===== config.mk =====
export PLATFORM = sky130hd
export DESIGN_NAME = mem_access_stage
export DESIGN_NICKNAME = d
export VERILOG_FILES = /design/src/rtl/mem_access_stage.sv
export SDC_FILE = /design/constraint.sdc
export NUM_CORES = 1
export LEC_CHECK = 0
export BUFFER_PORTS_ARGS = -buffer_cell sky130_fd_sc_hd__buf_4
export CORE_MARGIN = 2
export CORE_UTILIZATION = 49
export CTS_CLUSTER_DIAMETER = 60
export DETAILED_ROUTE_END_ITERATION = 7
export GPL_TIMING_DRIVEN = 0
export PLACE_DENSITY_LB_ADDON = 0.05
export REMOVE_ABC_BUFFERS = 1
export SYNTH_ARGS = -nofsm -noshare
export SYNTH_HDL_FRONTEND = slang
export SYNTH_SLANG_ARGS = --single-unit

===== constraint.sdc =====
create_clock -name clk -period 3.9 [get_ports clk]
set_clock_uncertainty 0.15 [all_clocks]
set_input_delay 0.195 -clock clk [delete_from_list [all_inputs] [get_ports clk]]
set_output_delay 0.195 -clock clk [all_outputs]
set_load 0.02 [all_outputs]

===== src/rtl/mem_access_stage.sv =====
// mem_access_stage: EXE/MEM stage issuing one outstanding aligned load/store and delivering write-back results.
// Ports: clk/rst (async, active-high); EXE side alu_result, rs2_data, opcode_EXE, funct3_EXE, rd_EXE,
// reg_write_EXE, valid_EXE, flush, stall_EXE; memory side mem_req, mem_we, mem_addr, mem_wdata,
// mem_ready, mem_rdata; WB side result_MEM, rd_MEM, reg_write_MEM, valid_MEM; misalign_exc pulse.
module mem_access_stage #(
  parameter int DATA_W = 32
) (
  input  logic              clk,
  input  logic              rst,
  input  logic [DATA_W-1:0] alu_result,
  input  logic [DATA_W-1:0] rs2_data,
  input  logic [6:0]        opcode_EXE,
  input  logic [2:0]        funct3_EXE,
  input  logic [4:0]        rd_EXE,
  input  logic              reg_write_EXE,
  input  logic              valid_EXE,
  input  logic              flush,
  input  logic              mem_ready,
  input  logic [DATA_W-1:0] mem_rdata,
  output logic              mem_req,
  output logic [3:0]        mem_we,
  output logic [DATA_W-1:0] mem_addr,
  output logic [DATA_W-1:0] mem_wdata,
  output logic              stall_EXE,
  output logic [DATA_W-1:0] result_MEM,
  output logic [4:0]        rd_MEM,
  output logic              reg_write_MEM,
  output logic              valid_MEM,
  output logic              misalign_exc
);
  localparam logic [6:0] OP_LOAD  = 7'b0000011;
  localparam logic [6:0] OP_STORE = 7'b0100011;
  localparam logic [0:0] IDLE     = 1'b0;
  localparam logic [0:0] ACCESS   = 1'b1;
  logic [0:0]        r_state;
  logic              r_req;
  logic [3:0]        r_we;
  logic [DATA_W-1:0] r_addr;
  logic [DATA_W-1:0] r_wdata;
  logic [DATA_W-1:0] r_result;
  logic [4:0]        r_rd_mem;
  logic              r_rw_mem;
  logic              r_valid;
  logic              r_exc;
  logic [1:0]        r_off;
  logic [2:0]        r_f3;
  logic [4:0]        r_rd;
  logic              r_rw;
  logic              r_is_load;
  logic              w_acc;
  logic              w_load;
  logic              w_store;
  logic              w_mem;
  logic              w_legal;
  logic              w_mis;
  logic [3:0]        w_we;
  logic [DATA_W-1:0] w_wdata;
  logic [7:0]        w_byte;
  logic [15:0]       w_half;
  logic [DATA_W-1:0] w_ld;
  assign w_acc   = valid_EXE & ~flush;
  assign w_load  = opcode_EXE == OP_LOAD;
  assign w_store = opcode_EXE == OP_STORE;
  assign w_mem   = w_load | w_store;
  // loads reject 011/110/111, stores reject anything above SW
  assign w_legal = w_load ? (funct3_EXE != 3'b011 && funct3_EXE[2:1] != 2'b11) : (funct3_EXE < 3'b011);
  // funct3[1] marks a word access, funct3[0] a halfword (signed or unsigned)
  assign w_mis   = funct3_EXE[1] ? |alu_result[1:0] : funct3_EXE[0] & alu_result[0];
  assign w_we    = !w_store ? 4'b0000 :
                   funct3_EXE[1] ? 4'b1111 :
                   funct3_EXE[0] ? 4'b0011 << {alu_result[1], 1'b0} :
                   4'b0001 << alu_result[1:0];
  assign w_wdata = funct3_EXE[1] ? rs2_data :
                   funct3_EXE[0] ? {2{rs2_data[15:0]}} : {4{rs2_data[7:0]}};
  assign w_byte  = mem_rdata[{r_off, 3'b000} +: 8];
  assign w_half  = mem_rdata[{r_off[1], 4'b0000} +: 16];
  // funct3[2] selects zero extension (LBU/LHU)
  assign w_ld    = r_f3[1] ? mem_rdata :
                   r_f3[0] ? {{16{~r_f3[2] & w_half[15]}}, w_half} :
                   {{24{~r_f3[2] & w_byte[7]}}, w_byte};
  always_ff @(posedge clk or posedge rst) begin
    if (rst) begin
      r_state   <= IDLE;
      r_req     <= 1'b0;
      r_we      <= 4'b0;
      r_addr    <= '0;
      r_wdata   <= '0;
      r_result  <= '0;
      r_rd_mem  <= 5'b0;
      r_rw_mem  <= 1'b0;
      r_valid   <= 1'b0;
      r_exc     <= 1'b0;
      r_off     <= 2'b0;
      r_f3      <= 3'b0;
      r_rd      <= 5'b0;
      r_rw      <= 1'b0;
      r_is_load <= 1'b0;
    end else begin
      r_valid <= 1'b0;
      r_exc   <= 1'b0;
      if (r_state == IDLE) begin
        if (w_acc && !w_mem) begin
          r_result <= alu_result;
          r_rd_mem <= rd_EXE;
          r_rw_mem <= reg_write_EXE;
          r_valid  <= 1'b1;
        end else if (w_acc && w_legal && w_mis) begin
          r_exc <= 1'b1;
        end else if (w_acc && w_legal) begin
          r_state   <= ACCESS;
          r_req     <= 1'b1;
          r_addr    <= {alu_result[DATA_W-1:2], 2'b00};
          r_we      <= w_we;
          r_wdata   <= w_wdata;
          r_off     <= alu_result[1:0];
          r_f3      <= funct3_EXE;
          r_rd      <= rd_EXE;
          r_rw      <= reg_write_EXE;
          r_is_load <= w_load;
        end
      end else if (mem_ready) begin
        r_state  <= IDLE;
        r_req    <= 1'b0;
        r_we     <= 4'b0;
        r_valid  <= 1'b1;
        r_rd_mem <= r_rd;
        r_rw_mem <= r_is_load & r_rw;
        if (r_is_load) r_result <= w_ld;
      end
    end
  end
  assign stall_EXE     = r_state == ACCESS;
  assign mem_req       = r_req;
  assign mem_we        = r_we;
  assign mem_addr      = r_addr;
  assign mem_wdata     = r_wdata;
  assign result_MEM    = r_result;
  assign rd_MEM        = r_rd_mem;
  assign reg_write_MEM = r_rw_mem;
  assign valid_MEM     = r_valid;
  assign misalign_exc  = r_exc;
endmodule

==> impl_metrics.py, run 1 <==
metrics = {
    "logic_synthesis": {
        "synth_top_family_by_area": "simple AND/OR/NAND/NOR gates",
        "synth_xor_xnor_area_share_pct": 0.155,
        "ys.flop_type": "dfrtp_1",
        "synth_mux_area_share_pct": 6.12,
        "synth_edf_count": 0,
        "ys_types": 42,
        "synthCells": 635,
        "synth_compound_area_share_pct": 16.7,
        "synth_warnings": 0,
        "synth_seq_cells": 120,
        "syn-cell-area_um2": 5670,
        "async_flop_share_pct": 100,
        "synth-simple-area-share_pct": 19.5,
        "synth-seq-area-share_pct": 53.0,
        "yosys.area_share.adder_pct": 0,
        "syn_area_per_cell_um2": 8.92,
    },
    "detailed_routing": {
        "drc": 0,
        "initialDrtViolationCount": 399,
        "wirelength_um": 18200,
        "wl_per_cell_um": 16.7,
        "routed_via_density": 5.29,
        "postRouteAntennaNets": 0,
        "firstDrtPassIters": 4,
        "vias": 5753,
    },
    "layout": {
        "num-nets-final": 1049,
        "ff_latch_area_um2": 3000,
        "n_fill_cell": 779,
        "area_delta_synth_final_pct": 57.3,
        "n_antenna_cell": 0,
        "stdcell_count": 1088,
        "multiInputGateArea_um2": 2420,
        "layout-drive-gt1-share_pct": 29.1,
    },
    "clocking": {
        "cts_resized": 0,
        "cts_tree": "built",
        "postCtsSetupRepairBufs": 0,
        "clock_tree.root_cell": "clkbuf_16",
        "path_clk_slew_ns": 0.06,
        "cts_inserted_buffers": 17,
        "insertion_delay_ns": 0.41,
        "cts_sinks": 120,
        "htree_levels": 4,
        "cts_buffer_depth": 2,
    },
    "place": {
        "port_buffers": 224,
        "gp_congestion": 0.844,
        "hpwlAfterDp_um": 11900,
        "dp.cells": 966,
    },
    "timing": {
        "grt_setup_unrepaired": "no",
        "hold_viol": 0,
        "period_share_pct": 82.6,
        "worst_slew_pin_slew_ns": 0.947,
        "final_max_slew_viol_count": 0,
        "finalHoldWorstSlack_ns": 0.00527,
        "final.min_clock_period_ns": 3.22,
        "setup_viol": 0,
        "max_slew_margin_pct": 36.4,
        "max_freq_mhz": 311,
    },
    "floorplanning": {
        "core_um2": 11400,
        "dieArea_um2": 12400,
        "pin_count": 227,
        "die_w_um": 112,
        "die_h_um": 112,
        "rows": 39,
        "initial_core_util_pct": 49.8,
    },
    "worst_setup_path": {
        "cp_slowest_cell": "or4_4",
        "cpPeakStageDelay_ns": 0.93,
        "cp.arrival_ns": 3.36,
        "crit_type": "reg -> reg",
        "path_cells": "nor2_1 > nand2_1 > or4_4 > nand3_1 > o21ai_0 > dlygate4sd3_1",
        "cp_max_fo": 85,
        "cp_data_required_time_ns": 4.04,
        "critPathLaunchType": "flip-flop",
        "cp-end-kind": "flip-flop",
    },
    "power_and_ir_drop": {
        "p_int_w": 0.00264,
        "seqPwrFrac_pct": 39.0,
        "switchingPower_w": 0.000928,
        "power_leakage_nw": 4.58,
        "power_frac_comb_pct": 17.7,
        "power_switching_share_pct": 26.0,
        "clkPwrFrac_pct": 43.3,
        "max-vdd-ir-drop_uv": 351,
        "power.density_nw_per_um2": 400,
    },
    "global_route": {
        "grt_max_degree": 86,
        "grt_pass1_wl_um": 29700,
        "grt_pass1_vias": 5852,
        "track_usage_pct": 30.0,
        "grt_overflow": 0,
        "antenna_found_initial": 0,
    },
    "hold_path": {
        "hp-class": "in -> reg",
    },
    "run_status": {
        "outcome": "completed",
    },
    "run": {
        "drv_cap": 0,
    },
}
[cell families (layout without fill, tap and decap cells)]
logic type	after synthesis	in the layout
AND/OR/NAND/NOR	268	268
AO/OA/AOI/OAI	161	161
flip-flops	120	120
buffers and inverters	50	359
multiplexers	34	34
other	1	2
XOR/XNOR	1	1
[layout make-up]
class | count | share of cell area, %
sequential | 120 | 33.7
timing repair buffer | 321 | 30.3
multi-input combinational | 466 | 27.1
clock buffer | 23 | 5.48
tap | 143 | 2.01
clock inverter | 9 | 1.10
inverter | 6 | 0.309
[timing repair]
| action | in CTS | in global routing |
|---|---|---|
| endpoints found under the hold margin | 158 | 0 |
| hold buffers | 89 | 0 |
| setup endpoints to repair | 0 | 0 |
[synth_stat cells (6+ instances only)]
cell type | instances | area share (%)
a211oi_1 | 10 | 1.3
a21oi_1 | 36 | 3.2
buf_2 | 11 | 0.97
buf_6 | 6 | 1.2
clkbuf_1 | 21 | 1.4
dfrtp_1 | 120 | 53
inv_1 | 6 | 0.40
mux2i_1 | 29 | 5.1
nand2_1 | 204 | 14
nand3_1 | 6 | 0.53
nor2_1 | 37 | 2.5
nor2b_1 | 8 | 0.88
o21ai_0 | 71 | 6.3
o21ai_1 | 14 | 1.2
o221ai_1 | 7 | 1.1
o2bb2ai_1 | 9 | 1.4
[stage by stage]
stage	TNS, ns	utilization [%]	power, W	cell area [um2]	worst slack [ns]
after floorplan	0	-	0.00165	5440	0.280
after global placement	-165.92	64.2	0.00193	7300	-1.04
after detailed placement	0	65.3	0.00196	7430	0.973
after CTS	0	78.3	0.00358	8910	0.682
after global routing	0	78.4	0.00370	8910	0.565
final	0	78.4	0.00356	8910	0.679
[layout by cell type (no fill, tap or decap), drive strengths merged, types with 3 or more instances in the layout]
cell type / synthesis / final
a21oi: 36 / 36
a211oi: 10 / 10
o2bb2ai: 9 / 9
nor2b: 8 / 8
clkbuf: 22 / 24
nor3: 3 / 3
inv: 6 / 6
dlygate4sd3: 0 / 89
dfrtp: 120 / 120
nand2: 204 / 204
mux2: 5 / 5
mux2i: 29 / 29
o21ai: 85 / 85
buf: 22 / 231
nor2: 37 / 37
o221ai: 7 / 7
nand3: 7 / 7
clkinv: 0 / 6
[power by group through the flow]
stage | logic, W | clock network, W | registers (W)
2_1_floorplan | 0.000150 | 0 | 0.00150
3_5_place_dp | 0.000554 | 0 | 0.00141
4_1_cts | 0.000629 | 0.00156 | 0.00139
5_1_grt | 0.000682 | 0.00162 | 0.00140
6_report | 0.000631 | 0.00154 | 0.00139
3_3_place_gp | 0.000532 | 0 | 0.00140
[worst max-delay path: cells and delay by family (launching register included)]
kind                   cells  cell delay [ns]
AO/OA/AOI/OAI              1             0.09
buffers and inverters      1             0.56
flip-flops                 1             0.73
AND/OR/NAND/NOR            4             1.57
[worst paths after layout]
check / from / endpoint / slack (ns) / cells after the start
worst min register to register: mem_addr[25] / mem_addr[25] / 0.32 / 2
max in group asynchronous: rst / stall_EXE / 2.66 / 4
worst min-delay path: mem_rdata[22] / result_MEM[22] / 0.005 / 3
worst max register to register: stall_EXE / mem_we[0] / 0.68 / 6
min in group asynchronous: rst / mem_addr[4] / 0.21 / 3
worst max-delay path: stall_EXE / mem_we[0] / 0.68 / 6
[sequential cells by signal, summed over array words and instances (netlist names)]
register,flops
valid_MEM,1
mem_addr,30
r_f3,3
stall_EXE,1
misalign_exc,1
mem_wdata,32
mem_we,4
reg_write_MEM,1
r_is_load,1
r_rw,1
r_rd,5
rd_MEM,5
result_MEM,32
r_off,2
mem_req,1
[metal layers]
layer | vias to the layer above | track usage (%) | part of all wire (%)
li1 | 2742 | - | -
met1 | 2760 | 36.9 | 42
met2 | 216 | 51.6 | 49
met3 | 35 | 7.89 | 6.6
met4 | 0 | 10.3 | 2.2
met5 | - | 0 | 0
Note: power is estimated with default switching activity, not from simulation.
==> inputs of run 2 (changes only) <==
--- a/config.mk
+++ b/config.mk
@@ -7,7 +7,7 @@
 export LEC_CHECK = 0
 export BUFFER_PORTS_ARGS = -buffer_cell sky130_fd_sc_hd__buf_4
 export CORE_MARGIN = 2
-export CORE_UTILIZATION = 49
+export CORE_UTILIZATION = 44
 export CTS_CLUSTER_DIAMETER = 60
 export DETAILED_ROUTE_END_ITERATION = 7
 export GPL_TIMING_DRIVEN = 0
==> constraint.sdc (replaced) <==
create_clock -name clk -period 2.6 [get_ports clk]
set_clock_uncertainty 0.15 [all_clocks]
set_input_delay 0.13 -clock clk [delete_from_list [all_inputs] [get_ports clk]]
set_output_delay 0.13 -clock clk [all_outputs]
set_load 0.02 [all_outputs]
==> run 2 against run 1 <==
  * Maximum frequency is 31% higher
  * First-iteration DRC count decreased by 21%
  * Total power rose by 57%
  * Setup slack worse by 0.54 ns
  * Non-clock buffer count up 20
  * Sequential power increased by 50%
  * Critical endpoint is now mem_we[3]
==> impl_metrics.py, run 2 (synthesis gave the netlist of run 1 again) <==
metrics = {
    "layout": {
        "num-nets-final": 1070,
        "area_delta_synth_final_pct": 63.3,
        "final_common_cell": "buf_4",
        "n_antenna_cell": 0,
        "layout-drive-gt1-share_pct": 29.1,
        "fin_area_um2": 9250,
        "final_cell_mix": "buf_4, nand2_1, dfrtp_1",
        "fin_util_pct": 73.3,
    },
    "worst_setup_path": {
        "critPathLaunchType": "flip-flop",
        "reg2reg_slack_ns": 0.14,
        "cp.arrival_ns": 2.58,
        "timing.rr.start": "stall_EXE",
        "critPathBufInv": 0,
        "path_cells": "nor2_1 > nand2_2 > or4_4 > nand3_1 > o21ai_0",
        "cp-end-kind": "flip-flop",
        "crit_family": "simple AND/OR/NAND/NOR gates",
        "cp_max_fo": 47,
        "cpPeakStageDelay_ns": 0.79,
        "crit_type": "reg -> reg",
        "worstReg2RegEnd": "mem_we[3]",
        "cp_data_required_time_ns": 2.72,
        "cp_slowest_cell": "or4_4",
        "rr_worst_depth": 5,
    },
    "timing": {
        "final_max_slew_viol_count": 0,
        "final.min_clock_period_ns": 2.46,
        "setup_viol": 0,
        "hold_viol": 0,
        "fin_setup_tns_ns": 0,
        "worst_slew_pin_slew_ns": 0.902,
        "layout_setup_ws_ns": 0.137,
        "max_slew_margin_pct": 39.7,
        "max_freq_mhz": 406,
        "period_share_pct": 94.7,
    },
    "power_and_ir_drop": {
        "power.density_nw_per_um2": 606,
        "power_leakage_nw": 4.69,
        "max-vdd-ir-drop_uv": 340,
        "total_power_w": 0.00560,
    },
    "detailed_routing": {
        "vias": 5827,
        "initialDrtViolationCount": 314,
        "firstDrtPassIters": 5,
        "routed_via_density": 5.12,
        "wl_per_cell_um": 16.8,
        "drc": 0,
        "postRouteAntennaNets": 0,
        "wirelength_um": 19100,
    },
    "floorplanning": {
        "dieArea_um2": 13800,
        "pin_count": 227,
        "rows": 41,
        "core_um2": 12600,
        "die_w_um": 117,
        "die_h_um": 117,
        "initial_core_util_pct": 44.9,
    },
    "clocking": {
        "path_clk_slew_ns": 0.05,
        "cts_sinks": 120,
        "cts_inserted_buffers": 17,
        "clock_tree.root_cell": "clkbuf_16",
        "cts_buffer_depth": 2,
        "insertion_delay_ns": 0.41,
        "htree_levels": 4,
        "cts_tree": "built",
    },
    "global_route": {
        "track_usage_pct": 27.8,
        "grt_max_degree": 85,
        "grt_pass1_wl_um": 30600,
        "grt_overflow": 0,
        "antenna_found_initial": 0,
        "grt_pass1_vias": 6084,
    },
    "place": {
        "placed_area_um2": 7460,
        "hpwlAfterDp_um": 11900,
        "port_buffers": 224,
        "preCtsSetupSlack_ns": -0.376,
        "gp_congestion": 0.840,
    },
    "hold_path": {
        "hp-class": "in -> reg",
        "whs_endpoint": "r_f3[0]",
        "worstHoldStart": "funct3_EXE[0]",
        "hold_depth": 2,
    },
    "run_status": {
        "outcome": "completed",
    },
    "run": {
        "drv_cap": 0,
    },
}
==> run 2: cell type report <==
type | instances | area [um2]
fillers | 962 | 3370
inverters | 6 | 27.5
multi-input cells | 467 | 2450
repair buffers | 341 | 2900
clock buffers | 24 | 502
well taps | 172 | 215
flip-flops and latches | 120 | 3010
clock inverters | 8 | 140
==> run 2: repair_timing <==
action | 4_1_cts | 5_1_grt
gates resized for setup | 5 | 4
hold buffers | 110 | 0
cloned | 1 | 0
setup endpoints to repair | 86 | 22
endpoints found under the hold margin | 236 | 0
buffers inserted | 1 | 0
pin swaps | 2 | 0
==> run 2: how the worst max path moves through the flow <==
| stage | end | from | depth (start not counted) | slack (ns) |
|---|---|---|---|---|
| after floorplan | r_f3[0] | stall_EXE | 4 | -1.02 |
| after global placement | r_off[0] | stall_EXE | 4 | -2.36 |
| after detailed placement | rd_MEM[3] | stall_EXE | 4 | -0.38 |
| after CTS | result_MEM[2] | stall_EXE | 5 | 0.04 |
| after global routing | mem_we[3] | stall_EXE | 5 | -0.02 |
| final | mem_we[3] | stall_EXE | 5 | 0.14 |
==> run 2: power breakdown <==
part | leakage (nW) | switching [W] | internal (W)
registers | 1.58 | 0.0000860 | 0.00200
clock network | 0.320 | 0.000815 | 0.00173
logic | 2.79 | 0.000497 | 0.000481
==> run 2: layer usage <==
metal / GRT usage [%] / part of all wire (%) / wire (um) / up-vias
met5: 0 / 0 / 0 / -
met4: 10.7 / 2.1 / 407 / 0
met3: 7.12 / 6.3 / 1210 / 30
met2: 48.6 / 51 / 9810 / 217
met1: 32.8 / 40 / 7710 / 2794
li1: - / - / - / 2786
==> run 2: worst reg2reg max path, stage by stage (launching register included) <==
cell and delay (ns):
dfrtp_4 0.70, nor2_1 0.25, nand2_2 0.17, or4_4 0.79
nand3_1 0.17, o21ai_0 0.09
==> run 2: per-stage QoR <==
stage                     hold WS [ns]  instances
after floorplan                 0.0764        592
after global placement           0.184        988
after detailed placement      -0.00624        994
after CTS                       0.0258       1138
after global routing            0.0442       1138
final                           0.0486       1138
